<file path="src/rtl/texture_pkg.sv">
// Shared texture-fetch types and widths used by the arbiter and its sub-blocks.
package texture_pkg;

  localparam int unsigned TEX_DIM      = 16;
  localparam int unsigned TEX_UV_W     = 4;
  localparam int unsigned PAL_IDX_W    = 8;
  localparam int unsigned RGB_W        = 4;
  // Upper bound on tex_id width; the struct field is zero-extended into this
  localparam int unsigned TEX_ID_MAX_W = 8;

  localparam logic [PAL_IDX_W-1:0] TRANSPARENT_IDX = 8'h00;

  typedef struct packed {
    logic [TEX_ID_MAX_W-1:0] tex_id;
    logic [TEX_UV_W-1:0]     u;
    logic [TEX_UV_W-1:0]     v;
  } texel_req_t;

endpackage

</file>
<file path="src/rtl/texture_fetch_arbiter_rr_arbiter.sv">
// Combinational round-robin picker: first requester at or after ptr wins,
// and the next pointer is the slot just after the winner.
module rr_arbiter #(
  parameter  int unsigned N  = 2,
  localparam int unsigned PW = (N > 1) ? $clog2(N) : 1
) (
  input  logic [N-1:0]  req,
  input  logic [PW-1:0] ptr,
  output logic [N-1:0]  gnt,
  output logic [PW-1:0] nxt_ptr
);

  always_comb begin
    int unsigned idx;
    logic        found;
    gnt     = '0;
    nxt_ptr = ptr;
    found   = 1'b0;
    for (int unsigned i = 0; i < N; i++) begin
      idx = 32'(ptr) + i;
      if (idx >= N) idx = idx - N;
      if (!found && req[PW'(idx)]) begin
        gnt[PW'(idx)] = 1'b1;
        nxt_ptr       = (idx == N - 1) ? '0 : PW'(idx + 1);
        found         = 1'b1;
      end
    end
  end

endmodule

</file>
<file path="src/rtl/texture_fetch_arbiter.sv">
// Round-robin texel fetch arbiter in front of a shared texture ROM and palette.
// Optional TEX_TRANSPARENT_EN: palette index 0x00 is reported transparent with RGB forced to 0.
module texture_fetch_arbiter
  import texture_pkg::*;
#(
  parameter  int unsigned NUM_REQ  = 2,
  parameter  int unsigned TEX_ID_W = 3,
  localparam int unsigned PW       = (NUM_REQ > 1) ? $clog2(NUM_REQ) : 1,
  localparam int unsigned AW       = TEX_ID_W + 2 * TEX_UV_W
) (
  input  logic                         vga_clk,
  input  logic                         reset_n,
  input  logic                         en,
  input  logic [NUM_REQ-1:0]           req_valid,
  output logic [NUM_REQ-1:0]           req_ready,
  input  logic [NUM_REQ*TEX_ID_W-1:0]  req_tex_id,
  input  logic [NUM_REQ*TEX_UV_W-1:0]  req_u,
  input  logic [NUM_REQ*TEX_UV_W-1:0]  req_v,
  output logic [AW-1:0]                rom_address,
  input  logic [PAL_IDX_W-1:0]         rom_q,
  output logic [PAL_IDX_W-1:0]         pal_index,
  input  logic [RGB_W-1:0]             pal_red,
  input  logic [RGB_W-1:0]             pal_green,
  input  logic [RGB_W-1:0]             pal_blue,
  output logic [NUM_REQ-1:0]           rsp_valid,
  output logic [RGB_W-1:0]             rsp_red,
  output logic [RGB_W-1:0]             rsp_green,
  output logic [RGB_W-1:0]             rsp_blue,
  output logic                         rsp_transparent
);

  logic [PW-1:0]        rr_ptr_q, rr_ptr_d, nxt_ptr;
  logic [NUM_REQ-1:0]   gnt;
  logic [NUM_REQ-1:0]   tag_a_q, tag_a_d;
  logic                 vld_a_q, vld_a_d;
  logic [AW-1:0]        addr_q, addr_d;
  logic [NUM_REQ-1:0]   rsp_valid_q, rsp_valid_d;
  logic [3*RGB_W-1:0]   rgb_q, rgb_d;
  logic                 transp_q, transp_d;
  logic                 xfer;
  texel_req_t           sel;

  rr_arbiter #(.N(NUM_REQ)) u_rr_arbiter (
    .req     (req_valid),
    .ptr     (rr_ptr_q),
    .gnt     (gnt),
    .nxt_ptr (nxt_ptr)
  );

  // Grant is live from this cycle's inputs; reset and en both mask it.
  always_comb begin
    req_ready = (en && reset_n) ? gnt : '0;
    xfer      = |req_ready;
  end

  // Mux the granted requester's payload.
  always_comb begin
    sel = '0;
    for (int unsigned i = 0; i < NUM_REQ; i++) begin
      if (gnt[i]) begin
        sel.tex_id = TEX_ID_MAX_W'(req_tex_id[i*TEX_ID_W +: TEX_ID_W]);
        sel.u      = req_u[i*TEX_UV_W +: TEX_UV_W];
        sel.v      = req_v[i*TEX_UV_W +: TEX_UV_W];
      end
    end
  end

  always_comb begin
    rr_ptr_d    = xfer ? nxt_ptr : rr_ptr_q;
    addr_d      = xfer ? AW'({sel.v, sel.u} | ((TEX_ID_MAX_W + 2*TEX_UV_W)'(sel.tex_id) << (2*TEX_UV_W)))
                       : addr_q;
    vld_a_d     = xfer;
    tag_a_d     = req_ready;
    rsp_valid_d = vld_a_q ? tag_a_q : '0;
    rgb_d       = rgb_q;
    transp_d    = transp_q;
    // rom_q/pal_* reflect stage-A's address, sampled by the ROM on the falling edge.
    if (vld_a_q) begin
`ifdef TEX_TRANSPARENT_EN
      transp_d = (rom_q == TRANSPARENT_IDX);
      rgb_d    = transp_d ? '0 : {pal_red, pal_green, pal_blue};
`else
      transp_d = 1'b0;
      rgb_d    = {pal_red, pal_green, pal_blue};
`endif
    end
  end

  always_ff @(posedge vga_clk or negedge reset_n) begin
    if (!reset_n) begin
      rr_ptr_q    <= '0;
      addr_q      <= '0;
      vld_a_q     <= 1'b0;
      tag_a_q     <= '0;
      rsp_valid_q <= '0;
      rgb_q       <= '0;
      transp_q    <= 1'b0;
    end else begin
      rr_ptr_q    <= rr_ptr_d;
      addr_q      <= addr_d;
      vld_a_q     <= vld_a_d;
      tag_a_q     <= tag_a_d;
      rsp_valid_q <= rsp_valid_d;
      rgb_q       <= rgb_d;
      transp_q    <= transp_d;
    end
  end

  assign pal_index       = rom_q;
  assign rom_address     = addr_q;
  assign rsp_valid       = rsp_valid_q;
  assign rsp_red         = rgb_q[3*RGB_W-1:2*RGB_W];
  assign rsp_green       = rgb_q[2*RGB_W-1:RGB_W];
  assign rsp_blue        = rgb_q[RGB_W-1:0];
  assign rsp_transparent = transp_q;

endmodule

</file>
<file path="config.mk">
export PLATFORM = sky130hd
export DESIGN_NAME = texture_fetch_arbiter
export DESIGN_NICKNAME = d
export VERILOG_FILES = /design/src/rtl/texture_pkg.sv /design/src/rtl/texture_fetch_arbiter_rr_arbiter.sv /design/src/rtl/texture_fetch_arbiter.sv
export SDC_FILE = /design/constraint.sdc
export NUM_CORES = 1
export LEC_CHECK = 0
export CAP_MARGIN = 40
export CORE_MARGIN = 1
export CORE_UTILIZATION = 32
export DETAILED_ROUTE_END_ITERATION = 12
export GPL_TIMING_DRIVEN = 0
export PLACE_DENSITY = 0.76
export SLEW_MARGIN = 20
export SYNTH_ARGS = -nofsm -noshare
export SYNTH_HDL_FRONTEND = slang
export SYNTH_SLANG_ARGS = --single-unit
</file>
<file path="constraint.sdc">
create_clock -name vga_clk -period 1.1 [get_ports vga_clk]
set_input_delay 0.165 -clock vga_clk [delete_from_list [all_inputs] [get_ports vga_clk]]
set_output_delay 0.165 -clock vga_clk [all_outputs]
set_load 0.05 [all_outputs]
</file>
# == Word-level counts from Yosys, hierarchy flattened ==
# Index checks and enable logic that the tools add are counted.
# classes
eq_ne,2
n_addsub,5
multipliers,0
n_lt_le_gt_ge,6
n_reduce_logical,8
mux,21
bitwise,2
shifts,0
div_mod_pow,0
# op_table
cell,n
$eq A32 B1 Y1 const B,2
$mux W32,2
$ge A32 B2 Y1 const B,1
$sub A32 B2 Y32 const B,1
$mux W11,2
$mux W1,11
$or A8 B11 Y11,1
$mux W2,4
$logic_and A1 B1 Y1,4
$lt A1 B2 Y1 const B,2
$sub A1 B2 Y3 const B,1
$add A1 B1 Y1 const B,2
$add A1 B1 Y2 const B,1
$demux W1 S1,2
$ge A1 B1 Y1 const B,2
$ge A1 B2 Y1 const B,1
$or A2 B2 Y2,1
$reduce_and A2 Y1,1
$reduce_bool A2 Y1,1
$reduce_or A2 Y1,1
$logic_not A1 Y1,1
# totals
memories,0
latchBits,0
elab_cells,50
romBits,0
input_bits,47
output_inout_bits,36
regBits,29
mem_bits_rw,0

# == Depth between registers and ports, before layout ==
# depth
ltp_word,12
depth_mapped,4
depth_no_buf,3

# == Modules after synthesis ==
# A second synthesis with hierarchy kept.
# unflattened
cells_unflattened,116
hier_area_um2,1387.6
# modules_own_cells
mod,instances,seq_area_each_um2,cells_per_inst,area_each_um2
texture_fetch_arbiter,1,725.7,111,1360.1
rr_arbiter,1,0.0,5,27.5

# == Worst setup path before layout ==
# No wires, ideal clock.
# synth_path
kind,flip-flop to flip-flop
startpoint,reg rr_ptr_q
endpoint,reg tag_a_q[0]
synth_period_minus_slack_ns,1.356
setup_ns,0.173
arrival_time_ns,1.183
required_time_ns,0.927
stages_incl_launch_ff,4
slack_ns,-0.256
n_path_buf,1
cell_sequence,dfrtp_1 a21boi_2 buf_4 and3_1
# synth_between
elab_chain_cells,10
elab_cells_between_ends,28
cone_classes,add/sub: 3; order compare: 6; mux: 14; bitwise: 1; reduce/logical: 4
# synth_rtl
element,line_no,rtl
from (decl),texture_fetch_arbiter.sv:32,"logic [PW-1:0] rr_ptr_q, rr_ptr_d, nxt_ptr;"
from (signal assigned),texture_fetch_arbiter.sv:99,rr_ptr_q <= rr_ptr_d;
"$add A1 B1 Y2, or another cell as far along",texture_fetch_arbiter_rr_arbiter.sv:20,idx = 32'(ptr) + i;
"$sub A32 B2 Y32, or another cell as far along",texture_fetch_arbiter_rr_arbiter.sv:21,if (idx >= N) idx = idx - N;
"$mux W32, or another cell as far along",texture_fetch_arbiter_rr_arbiter.sv:21,
"$lt A1 B2 Y1 (not written as such), or another cell as far along",texture_fetch_arbiter_rr_arbiter.sv:23,gnt[PW'(idx)] = 1'b1;
$logic_and A1 B1 Y1 (not written as such) / $mux W1 (equally long branches),texture_fetch_arbiter_rr_arbiter.sv:23,
$mux W1 (not written as such) / $demux W1 S1 (equally long branches),n/a,
$demux W1 S1 / $mux W2 (equally long branches),n/a,
$or A2 B2 Y2 (no line),n/a,
$mux W2 *,texture_fetch_arbiter_rr_arbiter.sv:22,if (!found && req[PW'(idx)]) begin
$mux W2 *,texture_fetch_arbiter.sv:52,req_ready = (en && reset_n) ? gnt : '0;
net req_ready[0],texture_fetch_arbiter.sv:15,"output logic [NUM_REQ-1:0] req_ready,"
to (signal assigned),texture_fetch_arbiter.sv:102,tag_a_q <= tag_a_d;
to (decl),texture_fetch_arbiter.sv:34,"logic [NUM_REQ-1:0] tag_a_q, tag_a_d;"
# The timed path passes the listed nets; every way through them passes the cells marked *. The select of a mux whose other input is x is not followed.
# A chain may end at the register's enable or synchronous reset.

# == Worst setup path after layout ==
# layout_path
startpoint,reg rr_ptr_q
endpoint,out req_ready[1]
# layout_between
elab_chain_cells,10
elab_cells_between_ends,28
cone_classes,add/sub: 3; order compare: 6; mux: 14; bitwise: 1; reduce/logical: 4
# layout_rtl
element,line_no
"$add A1 B1 Y2, or another cell as far along",texture_fetch_arbiter_rr_arbiter.sv:20
"$sub A32 B2 Y32, or another cell as far along",texture_fetch_arbiter_rr_arbiter.sv:21
"$mux W32, or another cell as far along",texture_fetch_arbiter_rr_arbiter.sv:21
"$lt A1 B2 Y1 (not written as such), or another cell as far along",texture_fetch_arbiter_rr_arbiter.sv:23
$logic_and A1 B1 Y1 (not written as such) / $mux W1 (equally long branches),texture_fetch_arbiter_rr_arbiter.sv:23
$mux W1 (not written as such) / $demux W1 S1 (equally long branches),n/a
$demux W1 S1 / $mux W2 (equally long branches),n/a
$or A2 B2 Y2 (no line),n/a
$mux W2 *,texture_fetch_arbiter_rr_arbiter.sv:22
$mux W2 *,texture_fetch_arbiter.sv:52
to (decl),texture_fetch_arbiter.sv:15
# Mark *: on every way between the ends. The rest lies on a longest branch, timed or not. The select of a mux whose other input is x is not followed.

==> qor.txt <==
clock sink count = 29
clock latency at the later pin of the worst-skew pair = 0.28 ns
DRT Pass-1 Iters = 6
share of layout cells above drive strength 1 = 0.374
RR Startpoint = rr_ptr_q$_DFFE_PN0P_
RSZ-0062 raised after global routing = true
Net Sw Power = 0.00140 W
sequential share of power = 0.358
reg2reg path depth = 6
mux share of post-synthesis cell area = 0.110
Yosys cell types = 17
max-cap viol count = 0
initial antenna violation count = 0
Synth Area per Inst = 12.4 sq um
Sw Share = 0.378
Max stage delay on crit path = 0.42 ns
PwrDens = 1730 nW/um^2
IO buf count = 73
#FFs+latches synth = 29
clock share of power = 0.256
Vias = 1135
Min Clock Period, post-route = 1.48 ns
Internal Pwr Total = 0.00230 W
largest family of logic cells by synthesized area = compound AO/OA/AOI/OAI gates
CTS tree = done
clock-pin slew on the worst setup and hold paths = 0.06 ns
TritonCTS Buffers = 5
hold slack = -0.190 ns
GRT met1 Usage = 0.171
Simple-Gate Fraction of Synth Area = 0.0609
die area = 4100 sq um
Critical path buffers and inverters = 2
Slowest-stage cell, CP = dfrtp_1
Syn Inst Count = 99
Post-Synthesis Net Count = 146
static leakage = 0.987 nW
Max FO, Critical Path = 3
FP Rows = 22
Starting Density = 0.334
Peak VDD IR = 0.000944 V
core box area = 3690 sq um
met3 Use GR = 0.0625
FF-to-FF End = rom_address[6]$_DFFE_PN0P_
Vias/cell = 4.77
cell-by-cell trace of the critical path = nand2b_4 -> buf_6 -> and4_4 -> buf_8
Final period util = 1.35
Peak Freq = 0.674 GHz
CP Capture Type = output pin
pre-CTS setup slack = -1.22 ns
Worst EP arrival = 1.32 ns
Die Y = 64.1 microns
Antenna Cells = 0
compound-gate portion of the synthesized area = 0.152
Post-Syn Area = 1230 sq um
Yosys warning count = 0
Seq/Total Area, Yosys = 0.589
CTS Root Cell = clkbuf_8
max-slew violations = 0
vias in the first global route = 1145
Horiz. Die Dim = 64.1 microns
WP data required = 0.94 ns
DR DRC count = 0
commonest non-fill, non-tap cell in the layout = clkdlybuf4s50_1
WL/cell = 13.7 microns
WS Path Type = flop to output pin
post-DP HPWL = 2.34 mm
failing checks = hold timing, setup timing
Max Clock Skew = 0.00468 ns
largest net degree at the start of global routing = 35
final worst-path setup slack = -0.384 ns
setup violators final = 13
IO Count = 83
Gate power share = 0.386
routability cong. = 0.690
total wire length = 3.27 mm
r2r setup slk = -0.27 ns
total grt overflow = 0
H-Tree Depth = 2
GR peak layer = met2
Area growth syn-to-layout = 73.4%
Fin. Hold Viols = 29
CP delay by family, top = flip-flops
Synth Area in XOR/XNOR = 0
first-pass GRT wire length = 5.11 mm
CP startpoint kind = flop
class of the worst hold path = input port to async pin
met2 Use GR = 0.285
GR Util All Layers = 0.169
status = finished with violations
NumNets Final = 236
initial drt markers = 32
most frequent cells in the layout = clkdlybuf4s50_1 (35), dfrtp_1 (29), buf_2 (22), buf_4 (21)
Routed Antenna Nets = 0
Synth Area in Adders = 0
CTS max path bufs = 2
-- how the worst max path moves through the flow --
stage,cells after the start,slack [ns],to,from
5_1_grt,4,-0.40,req_ready[0],rr_ptr_q$_DFFE_PN0P_
6_report,4,-0.38,req_ready[1],rr_ptr_q$_DFFE_PN0P_
2_1_floorplan,3,-0.05,req_ready[0],rr_ptr_q$_DFFE_PN0P_
3_3_place_gp,3,-1.87,req_ready[1],reset_n
3_5_place_dp,5,-1.22,req_ready[0],req_valid[0]
4_1_cts,4,-0.39,req_ready[1],rr_ptr_q$_DFFE_PN0P_
-- per-stage QoR --
stage / TNS [ns] / area, sq um / utilization / power, W / std cells
finish: -3.07 / 2140 / 0.579 / 0.00370 / 238
global route: -3.48 / 2140 / 0.579 / 0.00388 / 238
CTS: -3.07 / 2100 / 0.569 / 0.00371 / 236
detailed placement: -14.64 / 2040 / 0.553 / 0.00283 / 220
global placement: -48.06 / 2050 / 0.555 / 0.00280 / 220
floorplan: -0.0618 / 1250 / - / 0.00225 / 99
-- power groups by stage --
stage	combinational (W)	clock (W)	sequential [W]
after global placement	0.00147	0	0.00134
after CTS	0.00141	0.000975	0.00132
after global routing	0.00150	0.00104	0.00134
final	0.00143	0.000946	0.00133
after detailed placement	0.00148	0	0.00135
after floorplan	0.000353	0	0.00189
-- sequential cells by signal, indices dropped and copies added (netlist names) --
name / flops
rgb_q: 12
rom_address: 11
rr_ptr_q: 1
rsp_valid: 2
tag_a_q: 2
vld_a_q: 1
-- repair_timing --
action / CTS / global route
setup buffers: 7 / 2
setup endpoints to repair: 56 / 17
gates cloned: 1 / 0
resized for setup: 158 / 6
hold endpoints to repair: 29 / 29
pin swaps: 15 / 3
-- cell type report --
| cell class | instances | area, sq um |
|---|---|---|
| plain buffers | 15 | 118 |
| clock buffers | 7 | 96.3 |
| clock inverters | 1 | 5.00 |
| fillers | 332 | 1550 |
| multi-input cells | 55 | 439 |
| flip-flops and latches | 29 | 726 |
| well taps | 48 | 60.1 |
| repair buffers | 83 | 693 |
-- Yosys cell counts --
| library cell | n | area, sq um |
|---|---|---|
| buf_4 | 12 | 90.1 |
| and3_1 | 1 | 6.26 |
| mux2_1 | 8 | 90.1 |
| dfrtp_1 | 29 | 726 |
| and2_1 | 2 | 12.5 |
| a32oi_1 | 11 | 96.3 |
| o211a_1 | 1 | 10.0 |
| buf_2 | 3 | 15.0 |
| nand2b_1 | 1 | 6.26 |
| nor2_1 | 11 | 41.3 |
| conb_1 | 1 | 3.75 |
| a41oi_1 | 1 | 8.76 |
| and4_1 | 1 | 8.76 |
| a21boi_2 | 1 | 11.3 |
| mux2_2 | 4 | 45.0 |
| a21oi_1 | 11 | 55.1 |
| a31oi_1 | 1 | 6.26 |
-- routing by layer --
layer / vias up / share of wire
li1: 529 / -
met1: 533 / 0.40
met2: 64 / 0.50
met3: 9 / 0.079
met4: 0 / 0.024
met5: - / 0
-- worst register-to-register path: stages, from the launching register on --
cell      delay, ns
dfrtp_1        0.43
nand2b_4       0.17
buf_6          0.11
buf_4          0.14
buf_6          0.13
a32oi_1        0.19
a21oi_1        0.09
-- logic make-up (layout without fill, tap and decap cells) --
logic type,count (synthesis),in the layout
AND/OR/NAND/NOR,16,16
buffers and inverters,15,106
AO/OA/AOI/OAI,26,26
other,1,1
flip-flops,29,29
multiplexers,12,12
Note: power is estimated with default switching activity, not from simulation.
